===== config.mk =====
export PLATFORM = sky130hd
export DESIGN_NAME = scan_chain_ctrl_flat
export DESIGN_NICKNAME = d
export VERILOG_FILES = /design/src/rtl/scan_chain_ctrl_if.sv /design/src/rtl/scan_chain_ctrl.sv /design/src/flat_wrapper.sv
export SDC_FILE = /design/constraint.sdc
export NUM_CORES = 1
export LEC_CHECK = 0
export CELL_PAD_IN_SITES_DETAIL_PLACEMENT = 0
export CELL_PAD_IN_SITES_GLOBAL_PLACEMENT = 1
export CORE_AREA = 2 2 39 41
export DETAILED_ROUTE_END_ITERATION = 12
export DIE_AREA = 0 0 41 43
export DONT_BUFFER_PORTS = 1
export GPL_TIMING_DRIVEN = 0
export PLACE_DENSITY_LB_ADDON = 0.1
export SLEW_MARGIN = 5
export SYNTH_ARGS = -nofsm -noshare
export SYNTH_HDL_FRONTEND = slang
export SYNTH_SLANG_ARGS = --single-unit

===== constraint.sdc =====
create_clock -name CLK -period 3.5 [get_ports CLK]
set_input_delay 0.175 -clock CLK [delete_from_list [all_inputs] [get_ports CLK]]
set_output_delay 0.175 -clock CLK [all_outputs]
set_load 0.05 [all_outputs]

===== src/rtl/scan_chain_ctrl_if.sv =====
// rtl/scan_chain_ctrl_if.sv - host command/data and scan-chain signals of scan_chain_ctrl
interface scan_chain_ctrl_if #(
    parameter int SCAN_WIDTH = 1
);
    logic                  CMD_EN;
    logic [1:0]            CMD_OP;
    logic                  CMD_RDY;
    logic [SCAN_WIDTH-1:0] DIN_DATA;
    logic                  DIN_VALID;
    logic                  DIN_RDY;
    logic [SCAN_WIDTH-1:0] DOUT_DATA;
    logic                  DOUT_VALID;
    logic                  DOUT_RDY;
    logic                  DONE;
    logic                  ERR;
    logic                  BUSY;
    logic                  SCAN_ANY;
    logic                  SCAN_MODE;
    logic [SCAN_WIDTH-1:0] CHAIN_IN;
    logic [SCAN_WIDTH-1:0] CHAIN_OUT;

    modport master (
        output CMD_EN, CMD_OP, DIN_DATA, DIN_VALID, DOUT_RDY, CHAIN_OUT,
        input  CMD_RDY, DIN_RDY, DOUT_DATA, DOUT_VALID, DONE, ERR, BUSY,
               SCAN_ANY, SCAN_MODE, CHAIN_IN
    );

    modport slave (
        input  CMD_EN, CMD_OP, DIN_DATA, DIN_VALID, DOUT_RDY, CHAIN_OUT,
        output CMD_RDY, DIN_RDY, DOUT_DATA, DOUT_VALID, DONE, ERR, BUSY,
               SCAN_ANY, SCAN_MODE, CHAIN_IN
    );
endinterface


===== src/rtl/scan_chain_ctrl.sv =====
// rtl/scan_chain_ctrl.sv - freezes a SampleReg chain and streams it out (read or exchange)
module scan_chain_ctrl #(
    parameter int SCAN_WIDTH = 1,
    parameter int DEPTH      = 8,
    parameter int CW         = (DEPTH > 1) ? $clog2(DEPTH) : 1
) (
    input  logic              CLK,
    input  logic              RST_N,
    scan_chain_ctrl_if.slave  bus
);
    typedef enum logic [1:0] {IDLE, SHIFT, HELD} state_t;

    localparam logic [CW-1:0] LAST = CW'(DEPTH - 1);

    state_t          state_q, state_d;
    logic            op_q, op_d;
    logic [CW-1:0]   cnt_q, cnt_d;
    logic            done_q, done_d;
    logic            err_q, err_d;

    logic            cmd_rdy;
    logic            avail;
    logic            fire;
    logic [SCAN_WIDTH-1:0] chain_in;

    always_ff @(posedge CLK or negedge RST_N) begin
        if (!RST_N) begin
            state_q <= IDLE;
            op_q    <= 1'b0;
            cnt_q   <= '0;
            done_q  <= 1'b0;
            err_q   <= 1'b0;
        end else begin
            state_q <= state_d;
            op_q    <= op_d;
            cnt_q   <= cnt_d;
            done_q  <= done_d;
            err_q   <= err_d;
        end
    end

    always_comb begin
        state_d  = state_q;
        op_d     = op_q;
        cnt_d    = cnt_q;
        done_d   = 1'b0;
        err_d    = 1'b0;
        avail    = 1'b0;
        fire     = 1'b0;
        chain_in = bus.CHAIN_OUT;
        cmd_rdy  = (state_q == IDLE) || (state_q == HELD);

        if (cmd_rdy && bus.CMD_EN) begin
            case (bus.CMD_OP)
                2'b00, 2'b01: begin
                    op_d    = bus.CMD_OP[0];
                    cnt_d   = '0;
                    state_d = SHIFT;
                end
                2'b10:   state_d = IDLE;
                default: err_d   = 1'b1;
            endcase
        end

        // A stall leaves the chain untouched because SCAN_ANY stays high throughout SHIFT.
        if (state_q == SHIFT) begin
            avail    = op_q ? bus.DIN_VALID : 1'b1;
            fire     = avail && bus.DOUT_RDY;
            chain_in = op_q ? bus.DIN_DATA : bus.CHAIN_OUT;
            if (fire) begin
                if (cnt_q == LAST) begin
                    cnt_d   = '0;
                    state_d = HELD;
                    done_d  = 1'b1;
                end else begin
                    cnt_d = cnt_q + CW'(1);
                end
            end
        end
    end

    assign bus.CMD_RDY    = cmd_rdy;
    assign bus.BUSY       = (state_q == SHIFT);
    assign bus.SCAN_ANY   = (state_q != IDLE);
    assign bus.SCAN_MODE  = fire;
    assign bus.DOUT_VALID = avail;
    assign bus.DOUT_DATA  = bus.CHAIN_OUT;
    assign bus.DIN_RDY    = (state_q == SHIFT) && op_q && bus.DOUT_RDY;
    assign bus.CHAIN_IN   = chain_in;
    assign bus.DONE       = done_q;
    assign bus.ERR        = err_q;
endmodule


===== src/flat_wrapper.sv =====
// flat-port wrapper written by rule: the top's interface ports become plain ports
module scan_chain_ctrl_flat 
#(
    parameter int SCAN_WIDTH = 1,
    parameter int DEPTH      = 8,
    parameter int CW         = (DEPTH > 1) ? $clog2(DEPTH) : 1
)
  (CLK, RST_N, bus_CMD_EN, bus_CMD_OP, bus_DIN_DATA, bus_DIN_VALID, bus_DOUT_RDY, bus_CHAIN_OUT, bus_CMD_RDY, bus_DIN_RDY, bus_DOUT_DATA, bus_DOUT_VALID, bus_DONE, bus_ERR, bus_BUSY, bus_SCAN_ANY, bus_SCAN_MODE, bus_CHAIN_IN);
  scan_chain_ctrl_if #(.SCAN_WIDTH(SCAN_WIDTH)) bus_i ();
  input  logic CLK;
  input  logic RST_N;
  input wire logic [$bits(bus_i.CMD_EN)-1:0] bus_CMD_EN;
  input wire logic [$bits(bus_i.CMD_OP)-1:0] bus_CMD_OP;
  input wire logic [$bits(bus_i.DIN_DATA)-1:0] bus_DIN_DATA;
  input wire logic [$bits(bus_i.DIN_VALID)-1:0] bus_DIN_VALID;
  input wire logic [$bits(bus_i.DOUT_RDY)-1:0] bus_DOUT_RDY;
  input wire logic [$bits(bus_i.CHAIN_OUT)-1:0] bus_CHAIN_OUT;
  output wire logic [$bits(bus_i.CMD_RDY)-1:0] bus_CMD_RDY;
  output wire logic [$bits(bus_i.DIN_RDY)-1:0] bus_DIN_RDY;
  output wire logic [$bits(bus_i.DOUT_DATA)-1:0] bus_DOUT_DATA;
  output wire logic [$bits(bus_i.DOUT_VALID)-1:0] bus_DOUT_VALID;
  output wire logic [$bits(bus_i.DONE)-1:0] bus_DONE;
  output wire logic [$bits(bus_i.ERR)-1:0] bus_ERR;
  output wire logic [$bits(bus_i.BUSY)-1:0] bus_BUSY;
  output wire logic [$bits(bus_i.SCAN_ANY)-1:0] bus_SCAN_ANY;
  output wire logic [$bits(bus_i.SCAN_MODE)-1:0] bus_SCAN_MODE;
  output wire logic [$bits(bus_i.CHAIN_IN)-1:0] bus_CHAIN_IN;
  assign bus_i.CMD_EN = bus_CMD_EN;
  assign bus_i.CMD_OP = bus_CMD_OP;
  assign bus_i.DIN_DATA = bus_DIN_DATA;
  assign bus_i.DIN_VALID = bus_DIN_VALID;
  assign bus_i.DOUT_RDY = bus_DOUT_RDY;
  assign bus_i.CHAIN_OUT = bus_CHAIN_OUT;
  assign bus_CMD_RDY = bus_i.CMD_RDY;
  assign bus_DIN_RDY = bus_i.DIN_RDY;
  assign bus_DOUT_DATA = bus_i.DOUT_DATA;
  assign bus_DOUT_VALID = bus_i.DOUT_VALID;
  assign bus_DONE = bus_i.DONE;
  assign bus_ERR = bus_i.ERR;
  assign bus_BUSY = bus_i.BUSY;
  assign bus_SCAN_ANY = bus_i.SCAN_ANY;
  assign bus_SCAN_MODE = bus_i.SCAN_MODE;
  assign bus_CHAIN_IN = bus_i.CHAIN_IN;
  scan_chain_ctrl #(.SCAN_WIDTH(SCAN_WIDTH), .DEPTH(DEPTH), .CW(CW)) u_core (.CLK(CLK), .RST_N(RST_N), .bus(bus_i));
endmodule

==> results of run 1 <==
-- kinds of logic after synthesis --
| family | Yosys count | share of synthesized area |
|---|---|---|
| muxes | 4 | 0.117 |
| AOI/OAI and AO/OA | 4 | 0.0698 |
| and+or+nand+nor | 16 | 0.260 |
| adders and majority gates | 2 | 0.0559 |
| DFF | 8 | 0.447 |
| buffers and inverters | 3 | 0.0503 |
-- per-stage QoR --
step / worst slack (ps) / instances / util / area [µm²] / hold slack [ps]
2_1_floorplan: 1960 / 37 / - / 448 / -121
4_1_cts: 1780 / 57 / 0.362 / 500 / 54.9
5_1_grt: 1730 / 57 / 0.362 / 500 / 62.8
3_3_place_gp: 1900 / 53 / 0.338 / 468 / -120
3_5_place_dp: 1890 / 53 / 0.338 / 468 / -120
6_report: 1790 / 57 / 0.362 / 500 / 60.4
-- state kept, by name, indices dropped and copies added (netlist names) --
signal	flops
u_core.bus.ERR	1
u_core.cnt_q	3
u_core.state_q	2
u_core.op_q	1
u_core.bus.DONE	1
-- worst max-delay path, stage by stage, from the launching register on --
cell and delay (ps):
dfrtp_1 390, and2b_4 390, nand2_1 90, mux2_2 400
-- synthesized netlist by cell type, drive strengths merged --
cell / n
dfrtp: 8
nor2: 2
and2: 2
mux2: 4
nand3: 1
inv: 1
ha: 2
a31oi: 1
a21oi: 1
and2b: 1
nor2b: 2
nand2b: 1
nand2: 2
buf: 2
nor3b: 2
a22o: 2
or2: 1
and3: 2
-- final cells by class --
class                   count  area [µm²]
plain buffers               2        18.8
multi-input cells          26         225
flip-flops and latches      8         200
clock buffers               3        22.5
inverters                   1        3.75
well taps                  16        20.0
repair buffers              1        10.0
fillers                   141         883
-- worst max path at each step --
stage / from / to / slack (ps) / cells after the start
after global placement: u_core.state_q[1] / u_core.cnt_q[2] / 1900 / 4
after global routing: u_core.state_q[1] / bus_CHAIN_IN / 1730 / 3
after detailed placement: u_core.state_q[1] / u_core.cnt_q[2] / 1890 / 4
after CTS: u_core.state_q[1] / bus_CHAIN_IN / 1780 / 3
final: u_core.state_q[1] / bus_CHAIN_IN / 1790 / 3
after floorplan: u_core.state_q[1] / u_core.cnt_q[1] / 1960 / 4
-- layer usage --
| metal | global-route usage | vias to the layer above |
|---|---|---|
| met1 | 0.154 | 139 |
| met3 | 0.0576 | 0 |
| li1 | - | 134 |
| met2 | 0.156 | 12 |
| met5 | 0 | - |
| met4 | 0.0800 | 0 |
-- timing repair --
action                                 in CTS  in global routing
setup endpoints to repair                   0                  0
hold buffers                                1                  0
endpoints found under the hold margin       8                  0
==> flow_metrics.py, run 1 <==
metrics = {
    "detailed_routing": {
        "ant_nets": 0,
        "vias_per_cell": 5.00,
        "drt_iter0_markers": 3,
        "num_vias": 285,
        "wl_met1_um": 359,
        "drt_wl_total_um": 879,
        "first_pass_iters": 2,
        "remaining_drc_errors": 0,
        "dr_wl_met3_um": 80,
        "maxUsedRoutingLayer": "met3",
        "route.met2.wl_um": 439,
        "drt-wirelength-per-cell_um": 15.4,
    },
    "global_route": {
        "grt_pass1_vias": 315,
        "grt_pass1_wl_um": 1370,
        "grt_max_degree": 9,
        "grt_usage": 0.121,
        "overflow": 0,
        "antenna_found_initial": 0,
    },
    "timing": {
        "maxSlewHeadroom": 0.698,
        "rsz0062_at_grt": "false",
        "worstMarginPinSlew_ps": 452,
        "timing.final.crit_share": 0.488,
        "timing.fmax_mhz": 585,
        "maxSlewViolCount": 0,
        "tns_ps": 0,
        "finClkSkew_ps": 1.26,
        "setup_viol": 0,
        "finalHoldViolations": 0,
        "min_period_ps": 1710,
    },
    "worst_hold_path": {
        "hold_end": "u_core.bus.ERR",
        "min_from": "bus_CMD_OP[0]",
        "holdCritPathClass": "input port to flip-flop",
        "min_delay_path_depth": 2,
    },
    "clocking": {
        "clock-sinks": 8,
        "cts_inserted_buffers": 3,
        "worstSkewPairLatency_ps": 250,
        "clk_pin_slew_ps": 60,
        "root_buffer": "clkbuf_4",
        "htreeDepth": 1,
        "ctsResizeCount": 0,
        "postCtsSetupBuffers": 0,
        "tritoncts": "done",
        "clk_path_buf_depth": 2,
    },
    "logic_synthesis": {
        "synth_area_leader_cell": "dfrtp_1",
        "synth_top_area_share": 0.447,
        "synthesis.nets": 48,
        "syn_inst": 37,
        "synth.top_cells.by_area": "dfrtp_1 45%, mux2_4 6.7%, ha_1 5.6%, mux2_2 5.0%, a22o_2 4.5%",
        "syn-cell-area_um2": 448,
        "synth.avg_cell_area_um2": 12.1,
        "ys_seq_area_frac": 0.447,
        "ys_seq_elements": 8,
        "yosys_warnings": 0,
        "synth_cell_types": 22,
    },
    "cells_and_area": {
        "final_cell_mix": "8 x dfrtp_1, 3 x clkbuf_4",
        "nets": 54,
        "final_common_cell": "dfrtp_1",
        "layout-drive-gt1-share": 0.463,
        "synthToLayoutAreaGrowth_pct": 11.7,
        "antenna_cells": 0,
    },
    "critical_path": {
        "worstPathArrival_ps": 1530,
        "start_kind": "flip-flop",
        "r2r-end": "u_core.cnt_q[2]",
        "cp-end-kind": "output port",
        "rrSetupSlack_ps": 1880,
        "r2r-start": "u_core.state_q[1]",
        "crit_required_ps": 3320,
        "crit_type": "flip-flop to output port",
        "cp_max_fo": 6,
        "reg2regPathDepth": 4,
    },
    "run": {
        "max_cap_viol_count": 0,
    },
    "floorplan": {
        "initial_core_util": 0.324,
        "dieWidth_um": 41,
        "die_y_um": 43,
        "die_area_um2": 1760,
        "rows": 14,
        "core_um2": 1380,
        "io_pins": 19,
    },
    "place": {
        "io_buffer_count": 0,
        "place.gp.congestion": 0.664,
    },
    "outcome": {
        "status": "finished clean",
    },
}
Power of run 1 is left out: the tool's default activity adds up to more than one toggle a clock period on the data nets, which glitch-free logic cannot reach.
==> run 2, diff against run 1 <==
Settings changed: ABC_AREA set to 1, CORE_AREA 2 2 39 41 to unset, CORE_UTILIZATION set to 35, DIE_AREA 0 0 41 43 to unset.
Clock period 3.5 ns to 1.5 ns, I/O delays scaled along.
==> flow_metrics.py, run 2 <==
metrics = {
    "critical_path": {
        "reg2regPathDepth": 6,
        "critical_path.top_delay_family": "flip-flops",
        "critPathLaunch": "u_core.state_q[0]",
        "crit_type": "flip-flop to output port",
        "crit_slowest_cell": "dfrtp_1",
        "r2r-start": "u_core.state_q[0]",
        "cp-end-kind": "output port",
        "worstPathArrival_ps": 1460,
        "cpMostUsedCell": "inv_4",
        "rrSetupSlack_ps": 210,
        "start_kind": "flip-flop",
        "cp_max_fo": 8,
        "r2r-end": "u_core.state_q[0]",
        "slowest_delay_ps": 390,
        "critical_path.cell_chain": "inv_4 > nor2_8 > inv_4 > a21oi_4",
        "crit_required_ps": 1420,
        "cp_num_buf_inv": 2,
    },
    "timing": {
        "finalHoldViolations": 0,
        "final.setup.worst_slack_ps": -39.9,
        "maxSlewHeadroom": 0.710,
        "timing.fmax_mhz": 649,
        "hold_slack_ps": 29.6,
        "worstMarginPinSlew_ps": 436,
        "rsz0062_at_grt": "true",
        "min_period_ps": 1540,
        "timing.final.crit_share": 1.03,
        "finClkSkew_ps": 0.128,
        "setup_viol": 4,
        "tns_ps": -96.5,
        "maxSlewViolCount": 0,
    },
    "floorplan": {
        "initial_core_util": 0.382,
        "core_um2": 1320,
        "dieWidth_um": 39.9,
        "die_y_um": 39.9,
        "rows": 13,
        "io_pins": 19,
        "die_area_um2": 1590,
    },
    "detailed_routing": {
        "vias_per_cell": 4.73,
        "drt_wl_total_um": 1030,
        "drt-wirelength-per-cell_um": 11.1,
        "num_vias": 440,
        "first_pass_iters": 4,
        "remaining_drc_errors": 0,
        "drt_iter0_markers": 6,
        "ant_nets": 0,
    },
    "cells_and_area": {
        "largest_register": "u_core.cnt_q",
        "antenna_cells": 0,
        "nets": 91,
        "synthToLayoutAreaGrowth_pct": 29.1,
        "stdcell_area_um2": 649,
        "final_cell_mix": "25 x nand2_1, 8 x dfrtp_1, 7 x inv_1",
        "top_regs": "u_core.cnt_q (3), u_core.state_q (2)",
        "n_fill_cell": 138,
        "layout-drive-gt1-share": 0.218,
        "final_common_cell": "nand2_1",
        "largest_register_ffs": 3,
    },
    "logic_synthesis": {
        "ys_seq_elements": 8,
        "syn_inst": 68,
        "synth_area_leader_cell": "dfrtp_1",
        "synth_cell_types": 16,
        "synth.avg_cell_area_um2": 7.40,
        "synthesis.nets": 79,
        "synth_commonest_cells": "27 x nand2_1, 8 x dfrtp_1, 8 x inv_1",
        "synth.top_cells.by_area": "dfrtp_1 40%, nand2_1 20%, nand3_1 6.0%, inv_1 6.0%, ha_1 5.0%",
        "synth-async-reset-ratio": 1.00,
        "synth_top_area_share": 0.398,
        "synth_enable_flop_cells": 0,
        "yosys_warnings": 0,
        "ys.flop_type": "dfrtp_1",
        "syn-cell-area_um2": 503,
        "synth.most_common_cell": "nand2_1",
        "ys_seq_area_frac": 0.398,
    },
    "clocking": {
        "root_buffer": "clkbuf_4",
        "clock-sinks": 8,
        "htreeDepth": 1,
        "clk_pin_slew_ps": 50,
        "clk_path_buf_depth": 2,
        "cts_inserted_buffers": 3,
        "tritoncts": "done",
        "worstSkewPairLatency_ps": 250,
    },
    "worst_hold_path": {
        "min_from": "bus_CMD_OP[1]",
        "min_delay_path_depth": 3,
        "holdCritPathClass": "input port to flip-flop",
        "hold_end": "u_core.op_q",
    },
    "place": {
        "dp_hpwl_um": 777,
        "io_buffer_count": 0,
        "place.gp.congestion": 0.613,
        "placed_area_um2": 528,
    },
    "global_route": {
        "grt_usage": 0.155,
        "overflow": 0,
        "grt_pass1_wl_um": 1510,
        "grt_max_degree": 9,
        "grt_pass1_vias": 374,
        "antenna_found_initial": 0,
    },
    "power": {
        "p_per_area_nw_per_um2": 2070,
        "p_int_uw": 606,
        "peakVddDrop_uv": 1260,
        "p_switching_uw": 741,
        "p_leak_uw": 0.000343,
        "seq_power_share": 0.292,
        "swShare": 0.550,
        "power_frac_comb": 0.588,
        "clock_power_share": 0.121,
    },
    "run": {
        "max_cap_viol_count": 0,
    },
    "outcome": {
        "violations": "negative setup slack",
        "status": "finished, violations left",
    },
}
run 2: cell count changes after synthesis, sizes merged, moves of 4 or more:
cell	previous run	this run
mux2	4	0
inv	1	10
nand2	2	27
nor2	2	7
nand3	1	7
run 2: worst max path at each step:
stage | end | slack [ps] | cells after the start
floorplan | bus_DIN_RDY | 50 | 4
global placement | bus_DIN_RDY | -60 | 4
detailed placement | bus_DIN_RDY | -60 | 4
CTS | bus_DIN_RDY | -80 | 4
global route | bus_DOUT_VALID | -110 | 4
finish | bus_DOUT_VALID | -40 | 4
run 2: through the flow:
step           total power, µW   util  setup slack (ps)  instances
2_1_floorplan              989      -              45.1         68
3_3_place_gp              1060  0.401             -58.9         83
3_5_place_dp              1070  0.401             -62.9         83
4_1_cts                   1360  0.493             -80.3         93
5_1_grt                   1440  0.493              -112         93
6_report                  1350  0.493             -39.9         93
run 2: cell type report:
cell class | instances | area, µm² | share of cell area
Buffer | 1 | 7.51 | 0.0116
Clock buffer | 3 | 22.5 | 0.0347
Inverter | 10 | 46.3 | 0.0713
Multi-Input combinational cell | 49 | 289 | 0.445
Sequential cell | 8 | 200 | 0.308
Tap cell | 15 | 18.8 | 0.0289
Timing Repair Buffer | 7 | 65.1 | 0.100
run 2: per-layer routing:
| layer | GRT usage | vias to the layer above | wire length, µm |
|---|---|---|---|
| met3 | 0.0341 | 0 | 47 |
| met4 | 0.129 | 0 | 0 |
| li1 | - | 234 | - |
| met1 | 0.187 | 191 | 498 |
| met5 | 0 | - | 0 |
| met2 | 0.230 | 15 | 485 |
run 2: power by group through the flow:
stage                     combinational [µW]  clock, µW  sequential [µW]
after floorplan                          622          0              367
after global placement                   672          0              387
after detailed placement                 679          0              388
after CTS                                795        170              394
after global routing                     856        180              402
final                                    792        163              393
run 2: timing repair:
item | CTS | global route
pin swaps | 3 | 2
buffers inserted | 2 | 0
setup endpoints to repair | 4 | 4
hold buffers | 5 | 0
hold endpoints to repair | 11 | 0
resized for setup | 8 | 0
run 2: cell families after synthesis:
| family | synth area share |
|---|---|
| compound gates | 0.0497 |
| fa+ha+maj | 0.0497 |
| buf+inv | 0.0945 |
| flops | 0.398 |
| simple gates | 0.408 |
run 2: worst reg2reg max path, cell delays in order, from the launching register on:
cell and delay (ps):
dfrtp_1 390, inv_4 120, nor2_8 310, inv_4 70
buf_4 150, nor2_4 100, nor2_1 40
Note: power is estimated with default switching activity, not from simulation.
